<file path="src/rtl/tqvp_apu_pkg.sv">
// Shared definitions for the TinyQV APU channel blocks.
//   - Register map addresses of the pulse channel.
//   - ctrl_t: field layout of the CTRL register.
//   - DUTY_TABLE: 8-step duty patterns; bit (7 - step) is the output level.
//   - LEN_TABLE: length counter load values selected by the 5-bit index in THI.
//   - duty_level(): looks up the duty level for a duty setting and sequencer step.
package tqvp_apu_pkg;

    localparam logic [3:0] ADDR_CTRL = 4'd0;
    localparam logic [3:0] ADDR_TLO  = 4'd1;
    localparam logic [3:0] ADDR_THI  = 4'd2;
    localparam logic [3:0] ADDR_EN   = 4'd3;
    localparam logic [3:0] ADDR_STAT = 4'd4;

    typedef struct packed {
        logic [1:0] duty;
        logic       halt;       // halts the length counter and loops the envelope
        logic       const_vol;
        logic [3:0] vol;        // constant volume, or the envelope divider period
    } ctrl_t;

    localparam logic [7:0] DUTY_TABLE [4] = '{
        8'b01000000, 8'b01100000, 8'b01111000, 8'b10011111
    };

    localparam logic [7:0] LEN_TABLE [32] = '{
        8'd10,  8'd254, 8'd20,  8'd2,   8'd40,  8'd4,   8'd80,  8'd6,
        8'd160, 8'd8,   8'd60,  8'd10,  8'd14,  8'd12,  8'd26,  8'd14,
        8'd12,  8'd16,  8'd24,  8'd18,  8'd48,  8'd20,  8'd96,  8'd22,
        8'd192, 8'd24,  8'd72,  8'd26,  8'd16,  8'd28,  8'd32,  8'd30
    };

    function automatic logic duty_level(input logic [1:0] duty, input logic [2:0] step);
        logic [7:0] pattern;
        pattern = DUTY_TABLE[duty];
        return pattern[3'd7 - step];
    endfunction

endpackage

</file>
<file path="src/rtl/tqvp_apu_envelope.sv">
// Envelope generator shared by the pulse and noise channels.
// Ports:
//   clk, rst_n  clock, synchronous active-low reset
//   qframe      one-cycle quarter-frame clock enable
//   restart     one-cycle request to restart the envelope (sets the start flag)
//   loop        when decay reaches 0, wrap back to 15 instead of holding
//   period[3:0] divider reload value
//   decay[3:0]  current envelope level
// A restart never acts immediately: it only sets the start flag, and the
// reload to 15 happens on the following quarter-frame. A restart arriving
// in the same cycle as a quarter-frame therefore takes effect one
// quarter-frame later.
module tqvp_apu_envelope (
    input  logic       clk,
    input  logic       rst_n,
    input  logic       qframe,
    input  logic       restart,
    input  logic       loop,
    input  logic [3:0] period,
    output logic [3:0] decay
);

    logic       start_q, start_d;
    logic [3:0] decay_q, decay_d;
    logic [3:0] div_q, div_d;

    always_comb begin
        start_d = start_q;
        decay_d = decay_q;
        div_d   = div_q;

        if (qframe) begin
            if (start_q) begin
                start_d = 1'b0;
                decay_d = 4'd15;
                div_d   = period;
            end else if (div_q == 4'd0) begin
                div_d = period;
                if (decay_q != 4'd0) begin
                    decay_d = decay_q - 4'd1;
                end else if (loop) begin
                    decay_d = 4'd15;
                end
            end else begin
                div_d = div_q - 4'd1;
            end
        end

        // Set after the quarter-frame handling so a coincident restart survives.
        if (restart) begin
            start_d = 1'b1;
        end
    end

    always_ff @(posedge clk) begin
        if (!rst_n) begin
            start_q <= 1'b0;
            decay_q <= 4'd0;
            div_q   <= 4'd0;
        end else begin
            start_q <= start_d;
            decay_q <= decay_d;
            div_q   <= div_d;
        end
    end

    assign decay = decay_q;

endmodule

</file>
<file path="src/rtl/tqvp_apu_pulse.sv">
// TinyQV byte peripheral: one 2A03-style pulse (square) channel.
// Ports:
//   clk, rst_n   clock, synchronous active-low reset
//   ui_in[7:0]   input PMOD (not used by this channel)
//   uo_out[7:0]  [3:0] sample for the R-2R DAC, [4] raw duty level, [7:5] zero
//   address[3:0] register select
//   data_write   one-cycle write strobe, data_in valid with it
//   data_in[7:0] write data
//   data_out[7:0] read data, combinational from address
// Register map: 0 CTRL, 1 TLO, 2 THI, 3 EN, 4 STAT (read-only:
// {3'b0, sample, length!=0}); other addresses read 0 and ignore writes.
// An internal prescaler produces apu_tick every CLK_DIV clocks; a frame
// counter divides apu_ticks by QF_DIV into quarter-frames, every second one
// also being a half-frame.
module tqvp_apu_pulse
    import tqvp_apu_pkg::*;
#(
    parameter int CLK_DIV = 2,
    parameter int QF_DIV  = 3729
) (
    input  logic       clk,
    input  logic       rst_n,
    input  logic [7:0] ui_in,
    output logic [7:0] uo_out,
    input  logic [3:0] address,
    input  logic       data_write,
    input  logic [7:0] data_in,
    output logic [7:0] data_out
);

    localparam int PW = (CLK_DIV > 1) ? $clog2(CLK_DIV) : 1;
    localparam int QW = (QF_DIV > 1) ? $clog2(QF_DIV) : 1;
    localparam logic [PW-1:0] PRESC_LAST = PW'(CLK_DIV - 1);
    localparam logic [QW-1:0] QF_LAST    = QW'(QF_DIV - 1);

    logic [PW-1:0] presc_q, presc_d;
    logic [QW-1:0] qf_q, qf_d;
    logic          hf_q, hf_d;
    logic          apu_tick, qframe, hframe;

    ctrl_t       ctrl_q, ctrl_d;
    logic [7:0]  tlo_q, tlo_d;
    logic [7:0]  thi_q, thi_d;
    logic        en_q, en_d;

    logic [10:0] timer_q, timer_d;
    logic [2:0]  step_q, step_d;
    logic [7:0]  len_q, len_d;
    logic [7:0]  uo_q, uo_d;

    logic        wr_ctrl, wr_tlo, wr_thi, wr_en;
    logic [10:0] period;
    logic        level;
    logic        len_nz;
    logic [3:0]  decay;
    logic [3:0]  vol_out;
    logic [3:0]  sample;

    // The input PMOD has no function in this channel.
    logic unused_ui;
    assign unused_ui = ^ui_in;

    assign wr_ctrl = data_write && (address == ADDR_CTRL);
    assign wr_tlo  = data_write && (address == ADDR_TLO);
    assign wr_thi  = data_write && (address == ADDR_THI);
    assign wr_en   = data_write && (address == ADDR_EN);

    assign period = {thi_q[2:0], tlo_q};
    assign len_nz = (len_q != 8'd0);

    // Frame pacing
    assign apu_tick = (presc_q == PRESC_LAST);
    assign qframe   = apu_tick && (qf_q == QF_LAST);
    assign hframe   = qframe && hf_q;

    always_comb begin
        presc_d = apu_tick ? '0 : presc_q + 1'b1;
        qf_d    = qf_q;
        hf_d    = hf_q;
        if (apu_tick) begin
            qf_d = qframe ? '0 : qf_q + 1'b1;
            if (qframe) begin
                hf_d = ~hf_q;
            end
        end
    end

    // Register file
    always_comb begin
        ctrl_d = ctrl_q;
        tlo_d  = tlo_q;
        thi_d  = thi_q;
        en_d   = en_q;
        if (wr_ctrl) ctrl_d = ctrl_t'(data_in);
        if (wr_tlo)  tlo_d  = data_in;
        if (wr_thi)  thi_d  = data_in;
        if (wr_en)   en_d   = data_in[0];
    end

    // Timer and duty sequencer. A THI write restarts the sequence at step 0
    // but leaves the timer running, so the first step after it may be short.
    always_comb begin
        timer_d = timer_q;
        step_d  = step_q;
        if (apu_tick) begin
            if (timer_q == 11'd0) begin
                timer_d = period;
                step_d  = step_q + 3'd1;
            end else begin
                timer_d = timer_q - 11'd1;
            end
        end
        if (wr_thi) begin
            step_d = 3'd0;
        end
    end

    // Length counter. Later assignments take priority: a load beats a
    // coincident half-frame decrement, and disabling clears immediately.
    always_comb begin
        len_d = len_q;
        if (hframe && len_nz && !ctrl_q.halt) begin
            len_d = len_q - 8'd1;
        end
        if (wr_thi && en_q) begin
            len_d = LEN_TABLE[data_in[7:3]];
        end
        if (wr_en && !data_in[0]) begin
            len_d = 8'd0;
        end
    end

    tqvp_apu_envelope u_envelope (
        .clk     (clk),
        .rst_n   (rst_n),
        .qframe  (qframe),
        .restart (wr_thi),
        .loop    (ctrl_q.halt),
        .period  (ctrl_q.vol),
        .decay   (decay)
    );

    // Output mixing; periods below 8 are silenced without stopping the sequencer.
    always_comb begin
        level   = duty_level(ctrl_q.duty, step_q);
        vol_out = ctrl_q.const_vol ? ctrl_q.vol : decay;
        sample  = (level && len_nz && (period >= 11'd8) && en_q) ? vol_out : 4'd0;
        uo_d    = {3'b000, level, sample};
    end

    always_comb begin
        data_out = 8'h00;
        case (address)
            ADDR_CTRL: data_out = ctrl_q;
            ADDR_TLO:  data_out = tlo_q;
            ADDR_THI:  data_out = thi_q;
            ADDR_EN:   data_out = {7'b0000000, en_q};
            ADDR_STAT: data_out = {3'b000, uo_q[3:0], len_nz};
            default:   data_out = 8'h00;
        endcase
    end

    always_ff @(posedge clk) begin
        if (!rst_n) begin
            presc_q <= '0;
            qf_q    <= '0;
            hf_q    <= 1'b0;
            ctrl_q  <= '0;
            tlo_q   <= 8'd0;
            thi_q   <= 8'd0;
            en_q    <= 1'b0;
            timer_q <= 11'd0;
            step_q  <= 3'd0;
            len_q   <= 8'd0;
            uo_q    <= 8'd0;
        end else begin
            presc_q <= presc_d;
            qf_q    <= qf_d;
            hf_q    <= hf_d;
            ctrl_q  <= ctrl_d;
            tlo_q   <= tlo_d;
            thi_q   <= thi_d;
            en_q    <= en_d;
            timer_q <= timer_d;
            step_q  <= step_d;
            len_q   <= len_d;
            uo_q    <= uo_d;
        end
    end

    assign uo_out = uo_q;

endmodule
</file>
<file path="config.mk">
export PLATFORM = sky130hd
export DESIGN_NAME = tqvp_apu_pulse
export DESIGN_NICKNAME = d
export VERILOG_FILES = /design/src/rtl/tqvp_apu_pkg.sv /design/src/rtl/tqvp_apu_envelope.sv /design/src/rtl/tqvp_apu_pulse.sv
export SDC_FILE = /design/constraint.sdc
export NUM_CORES = 1
export LEC_CHECK = 0
export ABC_AREA = 1
export CAP_MARGIN = 20
export CORE_MARGIN = 10
export CORE_UTILIZATION = 50
export DETAILED_ROUTE_END_ITERATION = 6
export GPL_TIMING_DRIVEN = 0
export PLACE_DENSITY = 0.73
export SYNTH_ARGS = -nofsm -noshare
export SYNTH_HDL_FRONTEND = slang
export SYNTH_SLANG_ARGS = --single-unit
</file>
<file path="constraint.sdc">
create_clock -name clk -period 3 [get_ports clk]
set_clock_uncertainty 0.05 [all_clocks]
set_input_delay 0.3 -clock clk [delete_from_list [all_inputs] [get_ports clk]]
set_output_delay 0.3 -clock clk [all_outputs]
set_load 0.01 [all_outputs]
</file>
==> run summary, run 1 <==
Layout
* 13.5% — layout overhead on the synthesized area
* 0 — number of diodes added for antenna fixing
* 2380 um2 — area of the multi-input gates
* 0.101 — share of final-layout standard cells stronger than drive strength 1
* 1500 um2 — register cell area after layout
* 710 — number of nets in the final layout
* 816 — number of fill cells

Routing
* 11,000 um — DRT Wirelength
* 5 — Pre-antenna DRT Iters
* 5.49 — via density per instance
* 14.2 um — average wire length per cell after detail routing
* 268 — DRT iter0 DRCs
* 4,283 — vias post-DR
* 0 — remaining design rule violation count
* 0 — ANT nets after route

Timing
* false — unrepaired setup endpoints after global routing
* 0.621 — worst slew slack as a fraction of its limit
* 0 — hold violation total from the final report
* 0 ps — setup total negative slack
* 568 ps — slew of the pin with the lowest slew margin
* 0.907 — Period Utilization, post-route
* 0 — number of slew-limit violations in the final report
* 2720 ps — minimum clock period
* 367 MHz — maximum clock rate
* 0 — Setup-failing EPs final

Place
* 8390 um — post-detail-place hpwl
* 24 — number of buffer cells added on primary ports
* 0.904 — global placement routability congestion

Global routing
* 0.170 — Tot GR Track Use
* 0 — total congestion overflow
* 3,903 — number of global-route vias before repair
* 0 — antenna violations before repair
* 18,300 um — global-route wire length before repair
* 13 — largest net degree at the start of global routing

Clock network
* yes — CTS tree
* 9 — number of buffers created by CTS
* 3 — Max H-tree Level
* sky130_fd_sc_hd__clkbuf_8 — root buffer cell
* 80 ps — clock transition time at the flip-flop clock pins of the worst setup and hold paths
* 0 — number of buffers inserted to repair setup after CTS
* 75 — # clock sinks
* 2 — number of buffers on the longest clock path
* 0 — hold bufs inserted after CTS
* 0 — number of cells upsized or downsized after cts
* 360 ps — clock insertion delay at the later pin of the skew report

Logic synthesis
* sky130_fd_sc_hd__dfxtp_1 — ys flop type
* 0.346 — sequential fraction of the synthesis area
* sky130_fd_sc_hd__dfxtp_1 — largest area contributor in the synthesized netlist
* 4330 um2 — cell area after synthesis
* 42 — post-synthesis cell type count
* 0 — post-synthesis async set-or-reset flop share
* sky130_fd_sc_hd__nand2_1 — top-count cell post-synth
* 116 x sky130_fd_sc_hd__nand2_1, 85 x sky130_fd_sc_hd__inv_1, 75 x sky130_fd_sc_hd__dfxtp_1, 66 x sky130_fd_sc_hd__nor2_1, 59 x sky130_fd_sc_hd__o21ai_0 — most used standard cells in the synthesized netlist
* 0.346 — proportion of netlist area held by the largest area contributor
* 0 — number of warnings printed during yosys synthesis
* sky130_fd_sc_hd__dfxtp_1 35%, sky130_fd_sc_hd__nand2_1 10%, sky130_fd_sc_hd__inv_1 7.4% — ranking of synthesized cells by area
* 6.85 um2 — average cell area after synthesis
* 0 — number of enable flip-flop cells after synthesis
* 75 — flops & latches, synth
* 633 — cell count after synthesis

Power
* 0.289 — relative contribution of the clock network to total power
* 2.84 mW — Power, Total
* 0.402 — Flop pwr share
* 1.03 mW — power spent charging and discharging nets
* 578 nW/um2 — power density over the cells
* 0.361 — Sw Ratio
* 0.308 — fraction of power consumed by combinational cells
* 0.000336 V — maximum VDD drop
* 2.09 nW — leakage power figure
* 1.81 mW — internal cell power

Critical path
* output port — critical path endpoint category
* 5 — Worst Path Max Fanout
* input pin — type of element launching the critical path
* 2650 ps — data required time at the worst endpoint
* input pin to output port — critical path class
* 2370 ps — WP data arrival

Floorplan
* 113 um — Die Y
* 12,800 um2 — overall die area
* 39 — IO Count
* 8340 um2 — core outline area
* 0.520 — starting density of the core
* 113 um — width of the chip
* 33 — Row Count

Job
* 0 — total of max-cap violations

Hold path
* input pin to flip-flop — class of the most critical hold timing path

Status
* complete, no violations — result of the run

## cell type report
class,instances,area share
Buffer,17,0.0188
Tap cell,105,0.0267
Inverter,97,0.0746
Timing Repair Buffer,24,0.0489
Multi-Input combinational cell,446,0.484
Clock buffer,12,0.0316
Sequential cell,75,0.305
Clock inverter,4,0.00992
## state kept, by name, summed over array words and instances (netlist names)
register            cells
qf_q                   12
timer_q                11
ctrl_q                  8
len_q                   8
thi_q                   8
tlo_q                   8
uo_out                  5
u_envelope.decay        4
u_envelope.div_q        4
step_q                  3
apu_tick                1
en_q                    1
hf_q                    1
u_envelope.start_q      1
## metrics by stage
step	hold slack [ps]	area [um2]	setup WS, ps	instances	utilization
after global routing	273	4920	183	780	0.590
final	278	4920	278	780	0.590
after global placement	409	4710	366	764	0.565
after floorplan	385	4340	1490	635	-
after detailed placement	413	4710	329	764	0.565
after CTS	252	4920	330	780	0.590
## power groups by stage
stage                     clock, mW  sequential, mW  combinational (mW)
after CTS                     0.837            1.14               0.874
after global routing          0.880            1.15                1.01
after detailed placement          0            1.17               0.868
after global placement            0            1.16               0.841
final                         0.821            1.14               0.876
after floorplan                   0            1.15               0.664
## routing by layer
| layer | vias up | wire, um | track usage |
|---|---|---|---|
| met1 | 1981 | 5010 | 0.213 |
| met3 | 17 | 758 | 0.0454 |
| met2 | 134 | 5100 | 0.281 |
| met5 | - | 0 | 0 |
| met4 | 0 | 167 | 0.0431 |
| li1 | 2151 | - | - |
## kinds of logic after synthesis
group           Yosys count  share of synthesized area
compound gates          146                      0.184
xor+xnor                  9                     0.0182
simple gates            271                      0.296
buf+inv                 114                      0.106
fa+ha+maj                17                     0.0491
flops                    75                      0.346
other cells               1                   0.000865
## cell usage in the layout, fill, tap and decap left out, drive strengths merged
cell / synthesis / routed
a21boi: 1 / 1
a21oi: 53 / 53
a22oi: 1 / 1
buf: 14 / 14
bufinv: 0 / 1
clkbuf: 3 / 15
clkdlybuf4s50: 0 / 24
clkinv: 1 / 4
conb: 1 / 3
dfxtp: 75 / 75
ha: 17 / 17
inv: 96 / 96
nand2: 125 / 125
nand3: 44 / 44
nand3b: 3 / 3
nand4: 10 / 10
nor2: 76 / 76
nor3: 9 / 9
nor3b: 1 / 1
nor4: 2 / 2
o2111ai: 1 / 1
o211ai: 7 / 7
o21ai: 66 / 66
o221ai: 3 / 3
o22ai: 14 / 14
or2: 1 / 1
xnor2: 1 / 1
xor2: 8 / 8
## final timing paths
check	startpoint	endpoint	slack, ps	cells after the start
setup / recovery	address[0]	data_out[4]	280	7
hold / removal	data_in[7]	tlo_q[7]	280	3
setup reg to reg	qf_q[0]	len_q[1]	1220	9
hold reg to reg	timer_q[10]	timer_q[10]	420	2
## worst max-delay path: stages
cell and delay, ps:
sky130_fd_sc_hd__clkdlybuf4s50_1 550, sky130_fd_sc_hd__nor2_1 210, sky130_fd_sc_hd__nand2_1 70, sky130_fd_sc_hd__nor2_1 340
sky130_fd_sc_hd__a21oi_1 130, sky130_fd_sc_hd__o21ai_0 160, sky130_fd_sc_hd__clkdlybuf4s50_1 610
Note: power is estimated with default switching activity, not from simulation.
==> run 2: changes to the inputs <==
--- a/config.mk
+++ b/config.mk
@@ -7,6 +7,7 @@
 export LEC_CHECK = 0
 export ABC_AREA = 1
 export CAP_MARGIN = 20
+export CORE_ASPECT_RATIO = 1.75
 export CORE_MARGIN = 10
 export CORE_UTILIZATION = 50
 export DETAILED_ROUTE_END_ITERATION = 6
==> run 2 against run 1 <==
Wire length rose by 2.4%. Non-clock buffer count is the same. Via count down 0.82%. Critical path type unchanged. Largest cell class unchanged. Highest routed layer unchanged.
==> run summary, run 2 (synthesis results as in run 1) <==
Critical path
* sky130_fd_sc_hd__clkdlybuf4s50_1 — Max stage delay cell, worst path
* clkdlybuf4s50_1 -> nor2_1 -> nand2_1 -> nor2_1 -> a21oi_1 -> o21ai_0 -> clkdlybuf4s50_1 — CP cell instances
* len_q[2] — Reg-to-Reg End
* output port — critical path endpoint category
* 2270 ps — WP data arrival, -100 ps
* qf_q[0] — reg-to-reg critical path startpoint
* 590 ps — slowest stage delay, CP, -20 ps
* 1240 ps — worst reg2reg setup slack, +20 ps
* input pin to output port — critical path class
* 2650 ps — data required time at the worst endpoint, about the same
* 9 — path depth of the worst reg2reg path, unchanged
* input pin — type of element launching the critical path
* 5 — Worst Path Max Fanout, unchanged

Hold path
* 3 — cell depth of the worst hold path, unchanged
* tlo_q[7] — hold worst-path end
* input pin to flip-flop — class of the most critical hold timing path
* data_in[7] — hold path startpoint

Timing
* 382 MHz — maximum clock rate, +4.0%
* 0.872 — Period Utilization, post-route, -0.0352
* 0 — Setup-failing EPs final, unchanged
* 0 ps — setup total negative slack, unchanged
* 286 ps — worst hold slack across all endpoints, +8.72 ps
* 573 ps — slew of the pin with the lowest slew margin, +5.31 ps
* 2620 ps — minimum clock period, -106 ps
* 0.618 — worst slew slack as a fraction of its limit, -0.00354
* 384 ps — final critical-path setup slack, +106 ps
* 0 — number of slew-limit violations in the final report, unchanged
* false — unrepaired setup endpoints after global routing
* 0 — hold violation total from the final report, unchanged

Routing
* 11,300 um — DRT Wirelength, +2.4%
* 0 — ANT nets after route, unchanged
* 14.3 um — average wire length per cell after detail routing, +1.1%
* 245 — DRT iter0 DRCs, -8.6%
* 4 — Pre-antenna DRT Iters, -1
* 5.38 — via density per instance, -2.1%
* 0 — remaining design rule violation count, unchanged
* 4,248 — vias post-DR, -0.82%

Floorplan
* 44 — Row Count, +33%
* 0.518 — starting density of the core, -0.00171
* 8370 um2 — core outline area, +0.33%
* 39 — IO Count, unchanged
* 90.4 um — width of the chip, -20%
* 143 um — Die Y, +27%
* 12,900 um2 — overall die area, +1.1%

Clock network
* 9 — number of buffers created by CTS, unchanged
* 0 — number of buffers inserted to repair setup after CTS, unchanged
* 0 — number of cells upsized or downsized after cts, unchanged
* 50 ps — clock transition time at the flip-flop clock pins of the worst setup and hold paths, -30 ps
* 330 ps — clock insertion delay at the later pin of the skew report, -30 ps
* yes — CTS tree
* 0 — hold bufs inserted after CTS, unchanged
* 3 — Max H-tree Level, unchanged
* sky130_fd_sc_hd__clkbuf_16 — root buffer cell
* 75 — # clock sinks, unchanged
* 2 — number of buffers on the longest clock path, unchanged

Global routing
* 0.177 — Tot GR Track Use, +0.00740
* 19,000 um — global-route wire length before repair, +3.8%
* 0 — antenna violations before repair, unchanged
* 4,222 — number of global-route vias before repair, +8.2%
* 12 — largest net degree at the start of global routing, -1
* 0 — total congestion overflow, unchanged

Place
* 383 ps — Worst Setup Slack post-DPL, +53.7 ps
* 774 — placed cell count, +1.3%
* 0.902 — global placement routability congestion, -0.19%
* 24 — number of buffer cells added on primary ports, unchanged
* 8800 um — post-detail-place hpwl, +4.8%

Layout
* sky130_fd_sc_hd__nand2_1 — most common cell after layout, fill and taps aside
* 0.0978 — share of final-layout standard cells stronger than drive strength 1, -0.00296
* 0 — number of diodes added for antenna fixing, unchanged
* 790 — Post-Layout Cell Count, +1.3%
* 710 — number of nets in the final layout, unchanged
* 15.4% — layout overhead on the synthesized area
* 829 — number of fill cells, +1.6%
* 116 x sky130_fd_sc_hd__nand2_1, 85 x sky130_fd_sc_hd__inv_1, 75 x sky130_fd_sc_hd__dfxtp_1 — highest-count cells in the layout ignoring fill and taps
* qf_q (12), timer_q (11) — registers with the most flip-flops
* 12 — number of flip-flops in the largest register, unchanged
* qf_q — largest register by flop count

Power
* 2.12 nW — leakage power figure, +1.5%
* 0.000349 V — maximum VDD drop, +3.9%
* 606 nW/um2 — power density over the cells, +4.9%

Status
* complete, no violations — result of the run

Job
* 0 — total of max-cap violations, unchanged

run 2: cell count changes in the layout (fill, tap and decap cells not counted):
| cell | delta |
|---|---|
| sky130_fd_sc_hd__clkbuf_1 | +2 |
| sky130_fd_sc_hd__clkbuf_16 | +9 |
| sky130_fd_sc_hd__bufinv_16 | -1 |
| sky130_fd_sc_hd__clkinv_4 | -1 |
| sky130_fd_sc_hd__clkbuf_8 | -9 |
run 2: how the worst max path moves through the flow:
stage	slack [ps]	from	endpoint	cells after the start
floorplan	1490	qf_q[0]	len_q[3]	9
global route	180	address[0]	data_out[4]	7
global placement	390	address[0]	data_out[3]	7
finish	380	address[0]	data_out[2]	7
CTS	380	address[0]	data_out[2]	7
detailed placement	380	address[0]	data_out[2]	7
run 2: critical path, delay by kind of cell:
family	cells	cell delay, ps
and+or+nand+nor	3	570
buffers and inverters	2	1120
AOI/OAI and AO/OA	2	280
run 2: metrics by stage:
| stage | area (um2) | util | power, mW |
|---|---|---|---|
| after floorplan | 4340 | - | 1.82 |
| after global placement | 4730 | 0.565 | 2.01 |
| after detailed placement | 4730 | 0.565 | 2.03 |
| after CTS | 5000 | 0.597 | 3.04 |
| after global routing | 5000 | 0.597 | 3.24 |
| final | 5000 | 0.597 | 3.03 |
run 2: where the power goes:
group	total (mW)	leakage, nW	internal [mW]	switching (mW)
registers	1.14	0.607	1.09	0.0572
logic	0.886	1.37	0.300	0.585
clock network	1.00	0.137	0.603	0.397
run 2: layout make-up:
cell class                      count  area, um2  area share
Clock buffer                       14        264      0.0528
Tap cell                          115        144      0.0288
Sequential cell                    75       1500       0.300
Inverter                           97        367      0.0733
Clock inverter                      2       10.0     0.00200
Timing Repair Buffer               24        240      0.0480
Buffer                             17       92.6      0.0185
Multi-Input combinational cell    446       2380       0.476
run 2: layer usage:
metal | vias to the layer above | GRT usage | wire length [um]
li1 | 2148 | - | -
met1 | 1973 | 0.171 | 4430
met2 | 96 | 0.341 | 6010
met3 | 31 | 0.0378 | 434
met4 | 0 | 0.0968 | 431
met5 | - | 0 | 0
